$ cat src/rtl/cla_share_pkg.sv
// Shared defaults and helpers for the shared carry-lookahead adder arbiter.
package cla_share_pkg;

    localparam int unsigned N_DEFAULT    = 32;
    localparam int unsigned NREQ_DEFAULT = 4;

    typedef enum logic {
        EMPTY = 1'b0,
        FULL  = 1'b1
    } rsp_state_e;

    function automatic int unsigned id_width(input int unsigned n);
        return (n < 2) ? 1 : $clog2(n);
    endfunction

endpackage

$ cat src/rtl/cla_share_arbiter_if.sv
// Request (per-requester valid/ready + operands) and response channel bundle.
interface cla_share_arbiter_if
    import cla_share_pkg::*;
#(
    parameter int unsigned N    = N_DEFAULT,
    parameter int unsigned NREQ = NREQ_DEFAULT
);
    localparam int unsigned IDW = id_width(NREQ);

    logic [NREQ-1:0]   req_valid;
    logic [NREQ-1:0]   req_ready;
    logic [NREQ*N-1:0] req_a;
    logic [NREQ*N-1:0] req_b;
    logic [NREQ-1:0]   req_cin;
    logic              rsp_valid;
    logic              rsp_ready;
    logic [N-1:0]      rsp_sum;
    logic              rsp_cout;
    logic [IDW-1:0]    rsp_id;
    logic              busy;

    modport master (
        output req_valid, req_a, req_b, req_cin, rsp_ready,
        input  req_ready, rsp_valid, rsp_sum, rsp_cout, rsp_id, busy
    );

    modport slave (
        input  req_valid, req_a, req_b, req_cin, rsp_ready,
        output req_ready, rsp_valid, rsp_sum, rsp_cout, rsp_id, busy
    );

endinterface

$ cat src/rtl/carry_lookahead_adder.sv
// N-bit adder built from generate/propagate terms; sum = a + b + cin, cout = carry out of bit N-1.
module carry_lookahead_adder #(
    parameter int unsigned N = 32
) (
    input  logic [N-1:0] a,
    input  logic [N-1:0] b,
    input  logic         cin,
    output logic [N-1:0] sum,
    output logic         cout
);
    logic [N-1:0] g;
    logic [N-1:0] p;
    logic [N:0]   c;

    assign g = a & b;
    assign p = a ^ b;

    always_comb begin
        c    = '0;
        c[0] = cin;
        for (int unsigned i = 0; i < N; i++) begin
            c[i+1] = g[i] | (p[i] & c[i]);
        end
    end

    assign sum  = p ^ c[N-1:0];
    assign cout = c[N];

endmodule

$ cat src/rtl/cla_share_arbiter_rr_arbiter.sv
// Round-robin arbiter: first asserted request at or after ptr (wrapping) wins when en is high.
module rr_arbiter
    import cla_share_pkg::*;
#(
    parameter int unsigned NREQ = NREQ_DEFAULT,
    localparam int unsigned IDW = id_width(NREQ)
) (
    input  logic [NREQ-1:0] req,
    input  logic            en,
    input  logic [IDW-1:0]  ptr,
    output logic [NREQ-1:0] gnt,
    output logic [IDW-1:0]  gnt_idx
);
    logic [IDW-1:0] idx;
    logic           found;

    always_comb begin
        gnt     = '0;
        gnt_idx = '0;
        found   = 1'b0;
        idx     = '0;
        for (int unsigned k = 0; k < NREQ; k++) begin
            idx = IDW'((32'(ptr) + k) % NREQ);
            if (en && !found && req[idx]) begin
                found      = 1'b1;
                gnt[idx]   = 1'b1;
                gnt_idx    = idx;
            end
        end
    end

endmodule

$ cat src/rtl/cla_share_arbiter.sv
// One carry-lookahead adder shared by NREQ requesters; round-robin grant, single registered response slot.
module cla_share_arbiter
    import cla_share_pkg::*;
#(
    parameter int unsigned N    = N_DEFAULT,
    parameter int unsigned NREQ = NREQ_DEFAULT
) (
    input logic                clk,
    input logic                rst,
    cla_share_arbiter_if.slave bus
);
    localparam int unsigned IDW = id_width(NREQ);

    rsp_state_e     state;
    rsp_state_e     state_nxt;
    logic [IDW-1:0] ptr;
    logic [IDW-1:0] ptr_nxt;
    logic [NREQ-1:0] gnt;
    logic [IDW-1:0] gnt_idx;
    logic           grant_en;
    logic           xfer;
    logic [N-1:0]   a_sel;
    logic [N-1:0]   b_sel;
    logic           cin_sel;
    logic [N-1:0]   sum;
    logic           cout;
    logic [N-1:0]   sum_q;
    logic           cout_q;
    logic [IDW-1:0] id_q;

    // Slot can be refilled in the same cycle it drains.
    assign grant_en = !rst && ((state == EMPTY) || bus.rsp_ready);

    rr_arbiter #(.NREQ(NREQ)) u_arb (
        .req     (bus.req_valid),
        .en      (grant_en),
        .ptr     (ptr),
        .gnt     (gnt),
        .gnt_idx (gnt_idx)
    );

    assign xfer = |gnt;

    always_comb begin
        a_sel   = '0;
        b_sel   = '0;
        cin_sel = 1'b0;
        for (int unsigned i = 0; i < NREQ; i++) begin
            if (gnt[i]) begin
                a_sel   = bus.req_a[i*N +: N];
                b_sel   = bus.req_b[i*N +: N];
                cin_sel = bus.req_cin[i];
            end
        end
    end

    carry_lookahead_adder #(.N(N)) u_add (
        .a    (a_sel),
        .b    (b_sel),
        .cin  (cin_sel),
        .sum  (sum),
        .cout (cout)
    );

    always_comb begin
        state_nxt = state;
        ptr_nxt   = (gnt_idx == IDW'(NREQ - 1)) ? '0 : gnt_idx + 1'b1;
        if (xfer) begin
            state_nxt = FULL;
        end else if ((state == FULL) && bus.rsp_ready) begin
            state_nxt = EMPTY;
        end
    end

    always_ff @(posedge clk) begin
        if (rst) begin
            state  <= EMPTY;
            ptr    <= '0;
            sum_q  <= '0;
            cout_q <= 1'b0;
            id_q   <= '0;
        end else begin
            state <= state_nxt;
            if (xfer) begin
                sum_q  <= sum;
                cout_q <= cout;
                id_q   <= gnt_idx;
                ptr    <= ptr_nxt;
            end
        end
    end

    assign bus.req_ready = gnt;
    assign bus.rsp_valid = (state == FULL);
    assign bus.busy      = (state == FULL);
    assign bus.rsp_sum   = sum_q;
    assign bus.rsp_cout  = cout_q;
    assign bus.rsp_id    = id_q;

endmodule
$ cat src/flat_wrapper.sv
// flat-port wrapper written by rule: the top's interface ports become plain ports
module cla_share_arbiter_flat import cla_share_pkg::*;
#(
    parameter int unsigned N    = N_DEFAULT,
    parameter int unsigned NREQ = NREQ_DEFAULT
)
  (clk, rst, bus_req_valid, bus_req_a, bus_req_b, bus_req_cin, bus_rsp_ready, bus_req_ready, bus_rsp_valid, bus_rsp_sum, bus_rsp_cout, bus_rsp_id, bus_busy);
  cla_share_arbiter_if #(.N(N), .NREQ(NREQ)) bus_i ();
  input logic clk;
  input logic rst;
  input wire logic [$bits(bus_i.req_valid)-1:0] bus_req_valid;
  input wire logic [$bits(bus_i.req_a)-1:0] bus_req_a;
  input wire logic [$bits(bus_i.req_b)-1:0] bus_req_b;
  input wire logic [$bits(bus_i.req_cin)-1:0] bus_req_cin;
  input wire logic [$bits(bus_i.rsp_ready)-1:0] bus_rsp_ready;
  output wire logic [$bits(bus_i.req_ready)-1:0] bus_req_ready;
  output wire logic [$bits(bus_i.rsp_valid)-1:0] bus_rsp_valid;
  output wire logic [$bits(bus_i.rsp_sum)-1:0] bus_rsp_sum;
  output wire logic [$bits(bus_i.rsp_cout)-1:0] bus_rsp_cout;
  output wire logic [$bits(bus_i.rsp_id)-1:0] bus_rsp_id;
  output wire logic [$bits(bus_i.busy)-1:0] bus_busy;
  assign bus_i.req_valid = bus_req_valid;
  assign bus_i.req_a = bus_req_a;
  assign bus_i.req_b = bus_req_b;
  assign bus_i.req_cin = bus_req_cin;
  assign bus_i.rsp_ready = bus_rsp_ready;
  assign bus_req_ready = bus_i.req_ready;
  assign bus_rsp_valid = bus_i.rsp_valid;
  assign bus_rsp_sum = bus_i.rsp_sum;
  assign bus_rsp_cout = bus_i.rsp_cout;
  assign bus_rsp_id = bus_i.rsp_id;
  assign bus_busy = bus_i.busy;
  cla_share_arbiter #(.N(N), .NREQ(NREQ)) u_core (.clk(clk), .rst(rst), .bus(bus_i));
endmodule
$ cat config.mk
export PLATFORM = sky130hd
export DESIGN_NAME = cla_share_arbiter_flat
export DESIGN_NICKNAME = d
export VERILOG_FILES = /design/src/rtl/cla_share_pkg.sv /design/src/rtl/cla_share_arbiter_if.sv /design/src/rtl/carry_lookahead_adder.sv /design/src/rtl/cla_share_arbiter_rr_arbiter.sv /design/src/rtl/cla_share_arbiter.sv /design/src/flat_wrapper.sv
export SDC_FILE = /design/constraint.sdc
export NUM_CORES = 1
export LEC_CHECK = 0
export ABC_AREA = 1
export BUFFER_PORTS_ARGS = -buffer_cell sky130_fd_sc_hd__buf_2
export CAP_MARGIN = 40
export CELL_PAD_IN_SITES_DETAIL_PLACEMENT = 0
export CELL_PAD_IN_SITES_GLOBAL_PLACEMENT = 1
export CORE_ASPECT_RATIO = 0.8
export CORE_MARGIN = 2
export CORE_UTILIZATION = 26
export DETAILED_ROUTE_END_ITERATION = 7
export GPL_TIMING_DRIVEN = 0
export PLACE_DENSITY = 0.9
export SLEW_MARGIN = 20
export SYNTH_ARGS = -nofsm -noshare
export SYNTH_HDL_FRONTEND = slang
export SYNTH_SLANG_ARGS = --single-unit
$ cat constraint.sdc
create_clock -name clk -period 20.2 [get_ports clk]
set_input_delay 4.04 -clock clk [delete_from_list [all_inputs] [get_ports clk]]
set_output_delay 4.04 -clock clk [all_outputs]
set_load 0.01 [all_outputs]
==> impl_metrics.yaml, run 1 <==
run_status:
  status: "completed"
global_route:
  use_met2_pct: 35.63
  grt_use_met1_pct: 31.50
  grt_overflow: 0
  grt_max_degree: 12
  use_met3_pct: 2.642
  grt_pass1_wl_um: 36000
  busiest_layer: "met2"
  grt_pass1_vias: 6519
  grt_use_total_pct: 21.88
  antenna_found_initial: 2
sta:
  holdWs_ns: 0.4774
  relSlewSlack_pct: 51.90
  worst_slack_ns: 0.6820
  drv_slew: 0
  min_period_ns: 19.52
  worst_pin_slew_ns: 0.7215
  finalCritPeriodShare_pct: 96.62
  final-setup-viol-count: 0
  finalHoldViolCount: 0
  rsz0062_at_grt: "false"
  fmax_mhz: 51.23
  skew_ns: 0.003789
cts:
  clkLatencyLatePin_ns: 0.28
  cts-buffers-inserted: 5
  cts_root_buffer: "clkbuf_16"
  cts.path.max_buffers: 2
  cts_tree: "yes"
  htreeDepth: 2
  cts_num_sinks: 38
  clk_pin_slew_ns: 0.06
routing:
  vias_per_cell: 4.630
  first_pass_iters: 6
  post_drt_wl_per_cell_um: 16.23
  vias: 7000
  routed_wl_um: 24540
  drcViolationCount: 0
  postRouteAntennaNets: 0
  first_iter_violations: 511
floorplan:
  rows: 46
  start_util_pct: 26.76
  die_w_um: 164.3
  core-area_sq_um: 19970
  die-area_sq_um: 21730
  die_height_um: 132.2
  io_pins: 308
setup_path:
  arrival_ns: 19.68
  crit_type: "input pin to register"
  cpPeakStageDelay_ns: 0.47
  cp-start-kind: "input pin"
  critPathSlowestCell: "fa_1"
  cp_common_cell: "fa_1"
  crit_required_ns: 20.36
  cp-end-kind: "register"
  path_max_fanout: 10
place:
  gp_congestion: 0.9352
  dp_hpwl_um: 20640
  numPortBuffers: 306
  dpl_cell_area_sq_um: 7207
  post-place-ws_ns: -0.4989
flow_run:
  maxCapViolations: 0
yosys:
  syn_nets: 1233
  synth_cells: 929
  avgSynthCellArea_sq_um: 5.754
  syn_area_sq_um: 5345
  ys_seq_area_share_pct: 14.23
  yosysWarnings: 0
  ys_types: 29
  ys_ff_latch: 38
cells_and_area:
  drive_above_1_share_pct: 32.42
  postLayoutCellArea_sq_um: 7465
  area_delta_synth_final_pct: 39.65
  fin_nets: 1550
power_and_ir_drop:
  p_leak_nw: 4.298
  finalPower_w: 0.001067
  ir_drop_v: 0.00004368
  power.density_nw_per_um2: 142.9
hold_path:
  hp-class: "register to register"
## power by group
part	total [W]	switching (W)	internal (W)
clock	0.0000748	0.0000302	0.0000446
sequential	0.000115	0.0000137	0.000101
combinational	0.000877	0.000553	0.000324
## worst paths after layout
kind / startpoint / endpoint / slack [ns] / depth (start not counted)
hold / removal: u_core.bus.rsp_sum[15] / u_core.bus.rsp_sum[15] / 0.48 / 2
setup / recovery: bus_req_valid[1] / u_core.bus.rsp_sum[31] / 0.68 / 50
hold reg to reg: u_core.bus.rsp_sum[15] / u_core.bus.rsp_sum[15] / 0.48 / 2
setup reg to reg: u_core.ptr[1] / u_core.bus.rsp_sum[31] / 3.49 / 49
## worst max-delay path: cells and delay by family
family / cells / cell delay, ns
AO/OA/AOI/OAI: 2 / 0.12
adder cells (fa/ha/maj): 32 / 13.69
buffers and inverters: 5 / 0.58
AND/OR/NAND/NOR: 11 / 1.21
## cell usage after synthesis, drive strengths merged
library cell,count,share of area [%]
fa,32,12
nand2,366,26
nand4,6,0.70
inv,114,8.1
buf,56,6.7
clkinv,3,0.21
o21ai,3,0.28
a21oi,141,13
nand3,64,7.3
dfxtp,38,14
ha,5,1.2
nor2,66,5.5
a21boi,29,4.1
clkbuf,6,0.42
## repair_timing
| item | in CTS | in global routing |
|---|---|---|
| hold buffers | 0 | 0 |
| gates cloned | 0 | 1 |
| gates resized for setup | 6 | 25 |
| setup buffers | 0 | 5 |
| pin swaps | 0 | 3 |
| endpoints found under the setup margin | 1 | 3 |
## cells by family after synthesis
group / after synthesis / synth area share, %
simple gates: 502 / 39.61
buf+inv: 179 / 15.38
compound gates: 173 / 17.63
flops: 38 / 14.23
fa+ha+maj: 37 / 13.16
## through the flow
stage	TNS, ns	util (%)	cells
2_1_floorplan	0	-	929
3_3_place_gp	-0.6849	36.09	1499
3_5_place_dp	-0.9666	36.09	1499
4_1_cts	0	36.88	1506
5_1_grt	0	37.36	1511
6_report	0	37.38	1512
## cells in the final DEF, fill, tap and decap left out, drive strengths merged
master / Yosys / final
buf: 56 / 364
a21boi: 29 / 29
clkinv: 3 / 5
inv: 114 / 114
nor2: 66 / 67
diode: 0 / 2
fa: 32 / 32
o21ai: 3 / 3
dfxtp: 38 / 38
ha: 5 / 5
clkbuf: 6 / 12
nand3: 64 / 64
nand4: 6 / 6
nand2: 366 / 366
a21oi: 141 / 141
## state kept, by name (all words and copies together), names as in the netlist, named ones only
| register | count |
|---|---|
| u_core.bus.rsp_sum | 32 |
| u_core.bus.rsp_id | 2 |
| u_core.bus.busy | 1 |
| u_core.bus.rsp_cout | 1 |
| u_core.ptr | 1 |
## layout make-up
type	instances	area, sq um
antenna	2	5.005
buffer	60	411.6
clock buffer	5	125.1
tap	264	330.3
inverter	117	441.7
fill	2300	12510
clock inverter	2	10.01
multi-input combinational	713	3811
timing repair buffer	311	1569
sequential	38	760.7
## per-layer routing
metal,routed length (um),vias up
met3,1757,18
met2,10900,310
li1,-,3516
met4,232,0
met5,0,-
met1,11640,3156
Note: power is estimated with default switching activity, not from simulation.
==> run 2, diff against run 1 <==
--- a/config.mk
+++ b/config.mk
@@ -9,10 +9,10 @@
 export BUFFER_PORTS_ARGS = -buffer_cell sky130_fd_sc_hd__buf_2
 export CAP_MARGIN = 40
 export CELL_PAD_IN_SITES_DETAIL_PLACEMENT = 0
-export CELL_PAD_IN_SITES_GLOBAL_PLACEMENT = 1
+export CELL_PAD_IN_SITES_GLOBAL_PLACEMENT = 2
 export CORE_ASPECT_RATIO = 0.8
 export CORE_MARGIN = 2
-export CORE_UTILIZATION = 26
+export CORE_UTILIZATION = 19
 export DETAILED_ROUTE_END_ITERATION = 7
 export GPL_TIMING_DRIVEN = 0
 export PLACE_DENSITY = 0.9
==> run 2 against run 1 <==
  * Wire length increased by 11%
  * Sequential cell count unchanged
  * Power increased by 3.1%
  * Via count decreased by 3.0%
  * Register-to-register slack improved by 0.07 ns
  * Sequential power about the same
  * Critical endpoint unchanged
  * Highest routed layer is now met5
==> impl_metrics.yaml, run 2 (same netlist as run 1, synthesis figures left out) <==
run_status:
  status: "completed"
floorplan:
  io_pins: 308
  rows: 54
  core-area_sq_um: 27500
  start_util_pct: 19.44
  die_height_um: 154.0
  die-area_sq_um: 29500
  die_w_um: 191.5
sta:
  finalCritPeriodShare_pct: 96.40
  final.setup.tns_ns: 0
  skew_ns: 0.01149
  min_period_ns: 19.47
  worst_slack_ns: 0.7274
  final-setup-viol-count: 0
  fmax_mhz: 51.35
  drv_slew: 0
  finalHoldViolCount: 0
  holdWs_ns: 0.4730
  relSlewSlack_pct: 55.28
  worst_pin_slew_ns: 0.6707
  rsz0062_at_grt: "false"
global_route:
  antenna_found_initial: 2
  grt_overflow: 0
  grt_max_degree: 20
  grt_pass1_vias: 6804
  grt_pass1_wl_um: 39730
  grt_use_total_pct: 18.03
routing:
  routed_wl_um: 27110
  drcViolationCount: 0
  post_drt_wl_per_cell_um: 16.85
  vias_per_cell: 4.219
  vias: 6789
  postRouteAntennaNets: 0
  first_pass_iters: 4
  first_iter_violations: 230
cells_and_area:
  drive_above_1_share_pct: 32.48
  fill_cells: 3209
  fin_nets: 1547
  area_delta_synth_final_pct: 42.04
  largest_register_ffs: 32
  final_common_cell: "nand2_1"
  postLayoutCellArea_sq_um: 7592
  layout_common_cells: "359 x nand2_1, 329 x buf_2, 140 x a21oi_1, 109 x inv_1, 61 x nor2_1"
setup_path:
  cp_common_cell: "fa_1"
  r2r_start: "u_core.ptr[1]"
  crit_type: "input pin to register"
  crit_required_ns: 20.37
  r2r_end: "u_core.bus.rsp_sum[31]"
  arrival_ns: 19.65
  critPathSlowestCell: "fa_1"
  cp-start-kind: "input pin"
  path_max_fanout: 10
  worst-r2r-setup-slack_ns: 3.56
  cp-end-kind: "register"
  worstRegToRegCells: 50
  cpPeakStageDelay_ns: 0.47
cts:
  cts_root_buffer: "clkbuf_16"
  cts_tree: "yes"
  htreeDepth: 2
  cts_num_sinks: 38
  cts-buffers-inserted: 5
  clk_pin_slew_ns: 0.06
  clkLatencyLatePin_ns: 0.29
  cts.path.max_buffers: 2
place:
  dp_hpwl_um: 23160
  post-place-ws_ns: -0.7374
  gp_congestion: 0.8606
  numPortBuffers: 306
  dpl_cell_area_sq_um: 7332
hold_path:
  worst_hold_startpoint: "u_core.bus.rsp_sum[21]"
  min_to: "u_core.bus.rsp_sum[21]"
  hp-class: "register to register"
  worstHoldPathCells: 2
power_and_ir_drop:
  finalPower_w: 0.001100
  p_leak_nw: 4.291
  ir_drop_v: 0.00004696
  power.density_nw_per_um2: 144.9
flow_run:
  maxCapViolations: 0
[run 2: timing repair]
action / in CTS / in global routing
gates resized for setup: 14 / 16
hold buffers: 0 / 0
hold endpoints to repair: 0 / 0
cloned: 0 / 1
pin swaps: 0 / 2
endpoints found under the setup margin: 3 / 3
setup buffers: 0 / 2
[run 2: layout make-up]
type | count | area, sq um | area share, %
diodes | 1 | 2.502 | 0.03296
clock buffers | 6 | 138.9 | 1.829
plain buffers | 60 | 417.9 | 5.504
inverters | 117 | 441.7 | 5.817
multi-input cells | 713 | 3816 | 50.26
flip-flops and latches | 38 | 760.7 | 10.02
well taps | 364 | 455.4 | 5.999
repair buffers | 308 | 1546 | 20.37
clock inverters | 2 | 12.51 | 0.1648
[run 2: worst max-delay path: cells and delay by family]
kind | cells | cell delay (ns)
fa+ha+maj | 32 | 13.59
simple gates | 9 | 0.76
buf+inv | 8 | 1.06
compound gates | 2 | 0.13
[run 2: report_power, final]
| part | total (W) | leakage, nW | switching, W | internal, W |
|---|---|---|---|---|
| clock network | 0.0000812 | 0.0729 | 0.0000323 | 0.0000489 |
| registers | 0.000114 | 0.314 | 0.0000131 | 0.000101 |
| logic | 0.000905 | 3.90 | 0.000572 | 0.000333 |
| total | 0.00110 | 4.29 | 0.000618 | 0.000483 |
[run 2: metal layers]
layer	part of all wire, %	GRT usage [%]	vias up
li1	-	-	3508
met1	48	25.06	3046
met2	46	29.90	219
met3	5.5	2.648	14
met4	0.65	2.821	2
met5	0.048	0	-
[run 2: per-stage QoR]
step,utilization (%),std cells
after CTS,27.36,1606
after detailed placement,26.66,1599
after floorplan,-,929
final,27.61,1609
after global routing,27.61,1609
after global placement,26.66,1599
[run 2: how the worst max path moves through the flow]
stage / from / endpoint / slack (ns) / cells past startpoint
5_1_grt: bus_req_valid[3] / u_core.bus.rsp_sum[31] / 0.04 / 52
6_report: rst / u_core.bus.rsp_sum[31] / 0.73 / 51
3_5_place_dp: bus_req_valid[3] / u_core.bus.rsp_sum[31] / -0.74 / 51
2_1_floorplan: rst / u_core.bus.rsp_sum[31] / 0.78 / 50
3_3_place_gp: bus_req_valid[3] / u_core.bus.rsp_sum[31] / -0.64 / 51
4_1_cts: rst / u_core.bus.rsp_sum[31] / 0.007 / 50
